==> config.mk <==
export PLATFORM = sky130hd
export DESIGN_NAME = alu_datapath_flat
export DESIGN_NICKNAME = d
export VERILOG_FILES = /design/src/rtl/alu_datapath_pkg.sv /design/src/rtl/alu_datapath_if.sv /design/src/rtl/alu_datapath_alu_core.sv /design/src/rtl/alu_datapath.sv /design/src/flat_wrapper.sv
export SDC_FILE = /design/constraint.sdc
export NUM_CORES = 1
export LEC_CHECK = 0
export CAP_MARGIN = 25
export CORE_UTILIZATION = 65
export DETAILED_ROUTE_END_ITERATION = 7
export DONT_BUFFER_PORTS = 1
export PLACE_DENSITY = 0.81
export SYNTH_ARGS = -nofsm -noshare
export SYNTH_HDL_FRONTEND = slang
export SYNTH_SLANG_ARGS = --single-unit
export TNS_END_PERCENT = 100
==> constraint.sdc <==
create_clock -name clk -period 3.9 [get_ports clk]
set_input_delay 0.39 -clock clk [delete_from_list [all_inputs] [get_ports clk]]
set_output_delay 0.39 -clock clk [all_outputs]
set_load 0.01 [all_outputs]
==> src/rtl/alu_datapath_pkg.sv <==
// alu_datapath_pkg
// Shared definitions for the microcoded execution datapath:
//   - control word width and field bit positions
//   - ALU opcode encodings (OP_ADD..OP_SHR)
//   - register file geometry
//   - packed view of the 17-bit control word
package alu_datapath_pkg;

   localparam int CW_W      = 17;
   localparam int NUM_REGS  = 4;
   localparam int REG_IDX_W = 2;
   localparam int IMM_W     = 7;

   // Field bit positions within ControlBus.
   localparam int LD_IMM_BIT = 16;
   localparam int OP_HI      = 15;
   localparam int OP_LO      = 13;
   localparam int SRC_A_HI   = 12;
   localparam int SRC_A_LO   = 11;
   localparam int SRC_B_HI   = 10;
   localparam int SRC_B_LO   = 9;
   localparam int DST_HI     = 8;
   localparam int DST_LO     = 7;
   localparam int WE_BIT     = 6;
   localparam int FE_BIT     = 5;
   localparam int OUT_LD_BIT = 4;
   localparam int IN_LD_BIT  = 3;

   typedef enum logic [2:0] {
      OP_ADD = 3'b000,
      OP_SUB = 3'b001,
      OP_AND = 3'b010,
      OP_OR  = 3'b011,
      OP_XOR = 3'b100,
      OP_NOT = 3'b101,
      OP_SHL = 3'b110,
      OP_SHR = 3'b111
   } op_e;

   // Field order mirrors the bit positions above, MSB first.
   typedef struct packed {
      logic                 ld_imm;
      op_e                  op;
      logic [REG_IDX_W-1:0] src_a;
      logic [REG_IDX_W-1:0] src_b;
      logic [REG_IDX_W-1:0] dst;
      logic                 we;
      logic                 fe;
      logic                 out_ld;
      logic                 in_ld;
      logic [2:0]           rsvd;
   } cw_t;

   // The immediate overlays OP/SRC_A/SRC_B, i.e. ControlBus[15:9].
   function automatic logic [IMM_W-1:0] cw_imm(input cw_t cw);
      return {cw.op, cw.src_a, cw.src_b};
   endfunction

endpackage

==> src/rtl/alu_datapath_if.sv <==
// alu_datapath_if
// Sequencer <-> datapath bus.
//   ControlBus     : microcode word, sequencer -> datapath
//   data_in        : external operand, sequencer side -> datapath
//   data_out       : registered output port
//   data_out_valid : one-cycle pulse per data_out update
//   CarryFlag/ZeroFlag : registered flags back to the sequencer
// master = sequencer / environment side, slave = datapath.
interface alu_datapath_if #(
   parameter int DATA_W = 8
);
   import alu_datapath_pkg::*;

   logic [CW_W-1:0]   ControlBus;
   logic [DATA_W-1:0] data_in;
   logic [DATA_W-1:0] data_out;
   logic              data_out_valid;
   logic              CarryFlag;
   logic              ZeroFlag;

   modport master (
      output ControlBus, data_in,
      input  data_out, data_out_valid, CarryFlag, ZeroFlag
   );

   modport slave (
      input  ControlBus, data_in,
      output data_out, data_out_valid, CarryFlag, ZeroFlag
   );

endinterface

==> src/rtl/alu_datapath_alu_core.sv <==
// alu_core
// Purely combinational ALU.
//   a, b   : operands (DATA_W)
//   op     : operation select (op_e)
//   result : DATA_W result, truncated
//   carry  : ADD carry-out, SUB borrow, shifted-out bit for shifts, else 0
module alu_core
   import alu_datapath_pkg::*;
#(
   parameter int DATA_W = 8
) (
   input  logic [DATA_W-1:0] a,
   input  logic [DATA_W-1:0] b,
   input  op_e               op,
   output logic [DATA_W-1:0] result,
   output logic              carry
);

   // One extra bit catches ADD carry-out and SUB borrow (wraparound sets it).
   logic [DATA_W:0] sum;
   logic [DATA_W:0] diff;

   assign sum  = {1'b0, a} + {1'b0, b};
   assign diff = {1'b0, a} - {1'b0, b};

   always_comb begin
      result = '0;
      carry  = 1'b0;
      unique case (op)
         OP_ADD: begin result = sum[DATA_W-1:0];  carry = sum[DATA_W];  end
         OP_SUB: begin result = diff[DATA_W-1:0]; carry = diff[DATA_W]; end
         OP_AND: result = a & b;
         OP_OR : result = a | b;
         OP_XOR: result = a ^ b;
         OP_NOT: result = ~a;
         OP_SHL: begin result = {a[DATA_W-2:0], 1'b0}; carry = a[DATA_W-1]; end
         OP_SHR: begin result = {1'b0, a[DATA_W-1:1]}; carry = a[0];        end
         default: ;
      endcase
   end

endmodule

==> src/rtl/alu_datapath.sv <==
// alu_datapath
// One-word-per-clock execution datapath behind the microprogram sequencer.
//   clk   : rising-edge clock
//   reset : asynchronous, active-low; clears registers, flags and output
//   bus   : alu_datapath_if.slave (ControlBus, data_in in; data_out,
//           data_out_valid, CarryFlag, ZeroFlag out)
// Holds R0..R3, Carry/Zero flags and the output register. An all-zero
// control word has WE=FE=OUT_LD=0 and therefore changes nothing.
module alu_datapath
   import alu_datapath_pkg::*;
#(
   parameter int DATA_W = 8
) (
   input  logic          clk,
   input  logic          reset,
   alu_datapath_if.slave bus
);

   cw_t                               cw;
   logic [NUM_REGS-1:0][DATA_W-1:0]   rf;
   logic [DATA_W-1:0]                 op_a, op_b;
   logic [DATA_W-1:0]                 alu_res;
   logic                              alu_c;
   logic [DATA_W-1:0]                 wr_data;
   logic                              wr_c;
   logic                              unused_rsvd;

   assign cw          = cw_t'(bus.ControlBus);
   assign unused_rsvd = ^cw.rsvd;

   assign op_a = rf[cw.src_a];
   assign op_b = rf[cw.src_b];

   alu_core #(.DATA_W(DATA_W)) u_alu (
      .a      (op_a),
      .b      (op_b),
      .op     (cw.op),
      .result (alu_res),
      .carry  (alu_c)
   );

   // Write data priority: immediate, then external input, then ALU.
   // Immediate and input loads always clear carry.
   always_comb begin
      wr_data = alu_res;
      wr_c    = alu_c;
      if (cw.ld_imm) begin
         wr_data = {{(DATA_W-IMM_W){1'b0}}, cw_imm(cw)};
         wr_c    = 1'b0;
      end else if (cw.in_ld) begin
         wr_data = bus.data_in;
         wr_c    = 1'b0;
      end
   end

   always_ff @(posedge clk or negedge reset) begin
      if (!reset) begin
         for (int i = 0; i < NUM_REGS; i++) rf[i] <= '0;
      end else if (cw.we) begin
         rf[cw.dst] <= wr_data;
      end
   end

   // Zero reflects the selected write data even when WE=0 (compare/test).
   always_ff @(posedge clk or negedge reset) begin
      if (!reset) begin
         bus.CarryFlag <= 1'b0;
         bus.ZeroFlag  <= 1'b0;
      end else if (cw.fe) begin
         bus.CarryFlag <= wr_c;
         bus.ZeroFlag  <= (wr_data == '0);
      end
   end

   always_ff @(posedge clk or negedge reset) begin
      if (!reset) begin
         bus.data_out       <= '0;
         bus.data_out_valid <= 1'b0;
      end else begin
         bus.data_out_valid <= cw.out_ld;
         if (cw.out_ld) bus.data_out <= wr_data;
      end
   end

endmodule

==> src/flat_wrapper.sv <==
// flat-port wrapper written by rule: the top's interface ports become plain ports
module alu_datapath_flat import alu_datapath_pkg::*;
#(
   parameter int DATA_W = 8
)
  (clk, reset, bus_ControlBus, bus_data_in, bus_data_out, bus_data_out_valid, bus_CarryFlag, bus_ZeroFlag);
  alu_datapath_if #(.DATA_W(DATA_W)) bus_i ();
  input  logic clk;
  input  logic reset;
  input wire logic [$bits(bus_i.ControlBus)-1:0] bus_ControlBus;
  input wire logic [$bits(bus_i.data_in)-1:0] bus_data_in;
  output wire logic [$bits(bus_i.data_out)-1:0] bus_data_out;
  output wire logic [$bits(bus_i.data_out_valid)-1:0] bus_data_out_valid;
  output wire logic [$bits(bus_i.CarryFlag)-1:0] bus_CarryFlag;
  output wire logic [$bits(bus_i.ZeroFlag)-1:0] bus_ZeroFlag;
  assign bus_i.ControlBus = bus_ControlBus;
  assign bus_i.data_in = bus_data_in;
  assign bus_data_out = bus_i.data_out;
  assign bus_data_out_valid = bus_i.data_out_valid;
  assign bus_CarryFlag = bus_i.CarryFlag;
  assign bus_ZeroFlag = bus_i.ZeroFlag;
  alu_datapath #(.DATA_W(DATA_W)) u_core (.clk(clk), .reset(reset), .bus(bus_i));
endmodule
==> out/metrics.cfg <==
[synthesis]
postSynthCellCount = 403
syn_area_sq_um = 3610
ys_types = 62
yosysWarnings = 0
ys_async_sr_fraction_pct = 100
syn_avg_cell_area_sq_um = 8.95
ys_ff_latch = 43
synth_nets = 459
synth_seq_area_share_pct = 29.8
synth-edff-count = 0
ys.flop_type = dfrtp_1

[die]
die_y_um = 76.5
rows = 26
initial_core_util_pct = 68.9
fp.dieW_um = 76.5
ios = 38
dieArea_sq_um = 5850
core_area_sq_um = 5240

[sta]
clock_skew_ns = 0.00602
grt_setup_unrepaired = false
slew_viol_final = 0
hold_violations = 0
slew-limit-headroom_pct = 53.6
finalSetupViolCount = 0
tns_ns = 0
fin_hold_ws_ns = 0.119
fmax_mhz = 292
finalCritPeriodShare_pct = 87.9
finalCriticalPeriod_ns = 3.43
worstMarginPinSlew_ns = 0.691
fin_ws_ns = 0.470

[placed_design]
portBuffers = 0
gp_congestion = 0.888
preCtsSetupSlack_ns = 0.549
place_area_sq_um = 3590
dp_hpwl_um = 6650
dp_cells = 450

[setup_path]
crit_top_cell = o21ai_0
r2r_start = u_core.rf[16]$_DFFE_PN0P_
crit_chain = mux4_2 > ha_1 > fa_1 > a211oi_1 > o21ai_0 > nand4_1 > o21ai_0 > mux2i_1 > a31oi_1 > o41ai_2
endpoint_kind = flop
path_max_fanout = 5
critical_path.startpoint = u_core.rf[16]$_DFFE_PN0P_
critPathBufInv = 0
critical-path-top-delay-family = compound AO/OA/AOI/OAI gates
crit_path_max_incr_delay_ns = 0.54
cp_slowest_cell = mux4_2
worstPathRequired_ns = 4.09
startpoint_type = flop
critPathKind = reg -> reg
crit_arrival_ns = 3.62

[power]
p_int_mw = 1.15
powerDensity_nw_per_um2 = 494
fin_total_pwr_mw = 1.86
power_switching_share_pct = 38.1
ir_worst_vdd_v = 0.000362
combinationalPowerShare_pct = 45.6
p_clk_share_pct = 21.7
switchingPower_uw = 707
seqPwrFrac_pct = 32.7
leakagePower_nw = 1.65

[global_routing]
grt_max_degree = 44
grt_busiest_layer = met2
grt_usage_pct = 32.0
antenna_found_initial = 1
grtUsageMet3_pct = 5.51
grt_pass1_vias = 2886
grt.met1_usage_pct = 41.4
gr-total-overflow = 0
use_met2_pct = 53.6
grt_pass1_wl_um = 14600

[min_path]
hold_start = bus_ControlBus[4]
hold_path_class = in -> reg

[clocking]
clockBufferDepth = 2
clk_transition_reported_paths_ns = 0.08
cts_htree_levels = 2
cts.repair.resized = 0
cts_tree = done
clock-sinks = 43
clk_latency_ns = 0.29
numCtsBuffers = 5
cts-root-buf = clkbuf_8
cts_setup_buffers = 0

[status]
status = complete, no violations

[route]
vias_per_cell = 6.61
drtAntennaViolNets = 0
num_vias = 3047
dr.pass1.iters = 5
wl_per_cell_um = 19.5
drc = 0
wirelength_um = 9000
first_iter_violations = 239

[layout]
fin_util_pct = 71.7
drive_gt1_share_pct = 11.3
nFillCells = 392
fin_nets = 445
syn_to_final_growth_pct = 4.13
fin_cells = 461
fin_area_sq_um = 3760

[job]
drv_cap = 0

==> cells by family (layout without fill, tap and decap cells) <==
family | after synthesis | after routing | synth area share, %
AOI/OAI and AO/OA | 115 | 115 | 20.5
buffers and inverters | 54 | 41 | 6.21
and+or+nand+nor | 125 | 125 | 17.3
other | 0 | 1 | 0
DFF | 43 | 43 | 29.8
adders and majority gates | 29 | 29 | 10.5
muxes | 30 | 30 | 14.0
xor gates and xnor gates | 7 | 7 | 1.70
==> state kept, by name, summed over array words and instances, names as in the netlist <==
register,count
u_core.rf,32
u_core.bus.CarryFlag,1
u_core.bus.data_out_valid,1
u_core.bus.ZeroFlag,1
u_core.bus.data_out,8
==> power by group through the flow <==
stage	registers, mW	logic (mW)	clock network [mW]
global route	0.620	0.927	0.426
finish	0.608	0.847	0.402
CTS	0.606	0.831	0.408
global placement	0.603	0.788	0
floorplan	0.589	0.676	0
detailed placement	0.611	0.812	0
==> worst register-to-register path, cell delays in order (launching register included) <==
cell and delay (ns):
dfrtp_1 0.41, mux4_2 0.54, ha_1 0.26, fa_1 0.43, a211oi_1 0.38, o21ai_0 0.28
nand4_1 0.16, o21ai_0 0.08, mux2i_1 0.25, a31oi_1 0.17, o41ai_2 0.37
==> worst paths after layout <==
path	to	slack (ns)	cells after the start
worst max register to register	u_core.bus.ZeroFlag$_DFFE_PN0P_	0.47	10
worst min register to register	u_core.rf[25]$_DFFE_PN0P_	0.51	2
worst max-delay path	u_core.bus.ZeroFlag$_DFFE_PN0P_	0.47	10
worst min-delay path	u_core.bus.data_out_valid$_DFF_PN0_	0.12	0
min in group asynchronous	u_core.rf[10]$_DFFE_PN0P_	0.58	2
max in group asynchronous	u_core.rf[14]$_DFFE_PN0P_	3.12	2
==> metal layers <==
metal	vias to the layer above	part of all wire, %
met4	0	3.0
met2	127	49
met5	-	0
met1	1471	43
met3	30	5.4
li1	1419	-
==> placed cells by master (no fill, tap or decap), types with 10 or more instances in the layout <==
master and instances:
ha_1 27, dfrtp_1 43, o21ai_0 48, mux2i_1 10, inv_1 30, mux4_2 16, a21oi_1 18, nand2_1 45
nor2_1 23
==> final cells by class <==
cell class / instances / area [sq um] / share of cell area [%]
Clock inverter: 2 / 60.1 / 1.60
Multi-Input combinational cell: 306 / 2310 / 61.4
Inverter: 30 / 113 / 3.00
Sequential cell: 43 / 1080 / 28.6
Clock buffer: 6 / 72.6 / 1.93
Antenna cell: 1 / 2.50 / 0.0666
Timing Repair Buffer: 3 / 37.5 / 0.999
Tap cell: 70 / 87.6 / 2.33
==> timing repair <==
action / 4_1_cts / 5_1_grt
hold buffers: 2 / 0
endpoints found under the setup margin: 0 / 0
endpoints found under the hold margin: 43 / 0
==> synth_stat cells, types with 4 or more instances <==
cell type / count / share of area (%)
xnor2_1: 4 / 0.97
mux2_2: 4 / 1.2
dfrtp_1: 43 / 30
inv_1: 30 / 3.1
clkbuf_1: 11 / 1.1
nor3_1: 6 / 0.83
a21oi_1: 18 / 2.5
ha_1: 27 / 9.4
a211oi_1: 5 / 1.0
nor2b_1: 8 / 1.4
nand3_1: 5 / 0.69
nand2b_1: 8 / 1.4
nor2_1: 23 / 2.4
o22ai_1: 6 / 1.0
mux4_2: 16 / 10
mux2i_1: 10 / 2.8
o21ai_0: 48 / 6.7
or2_2: 4 / 0.69
buf_2: 7 / 0.97
nand2_1: 45 / 4.7
Power figures use the tool's default switching activity.
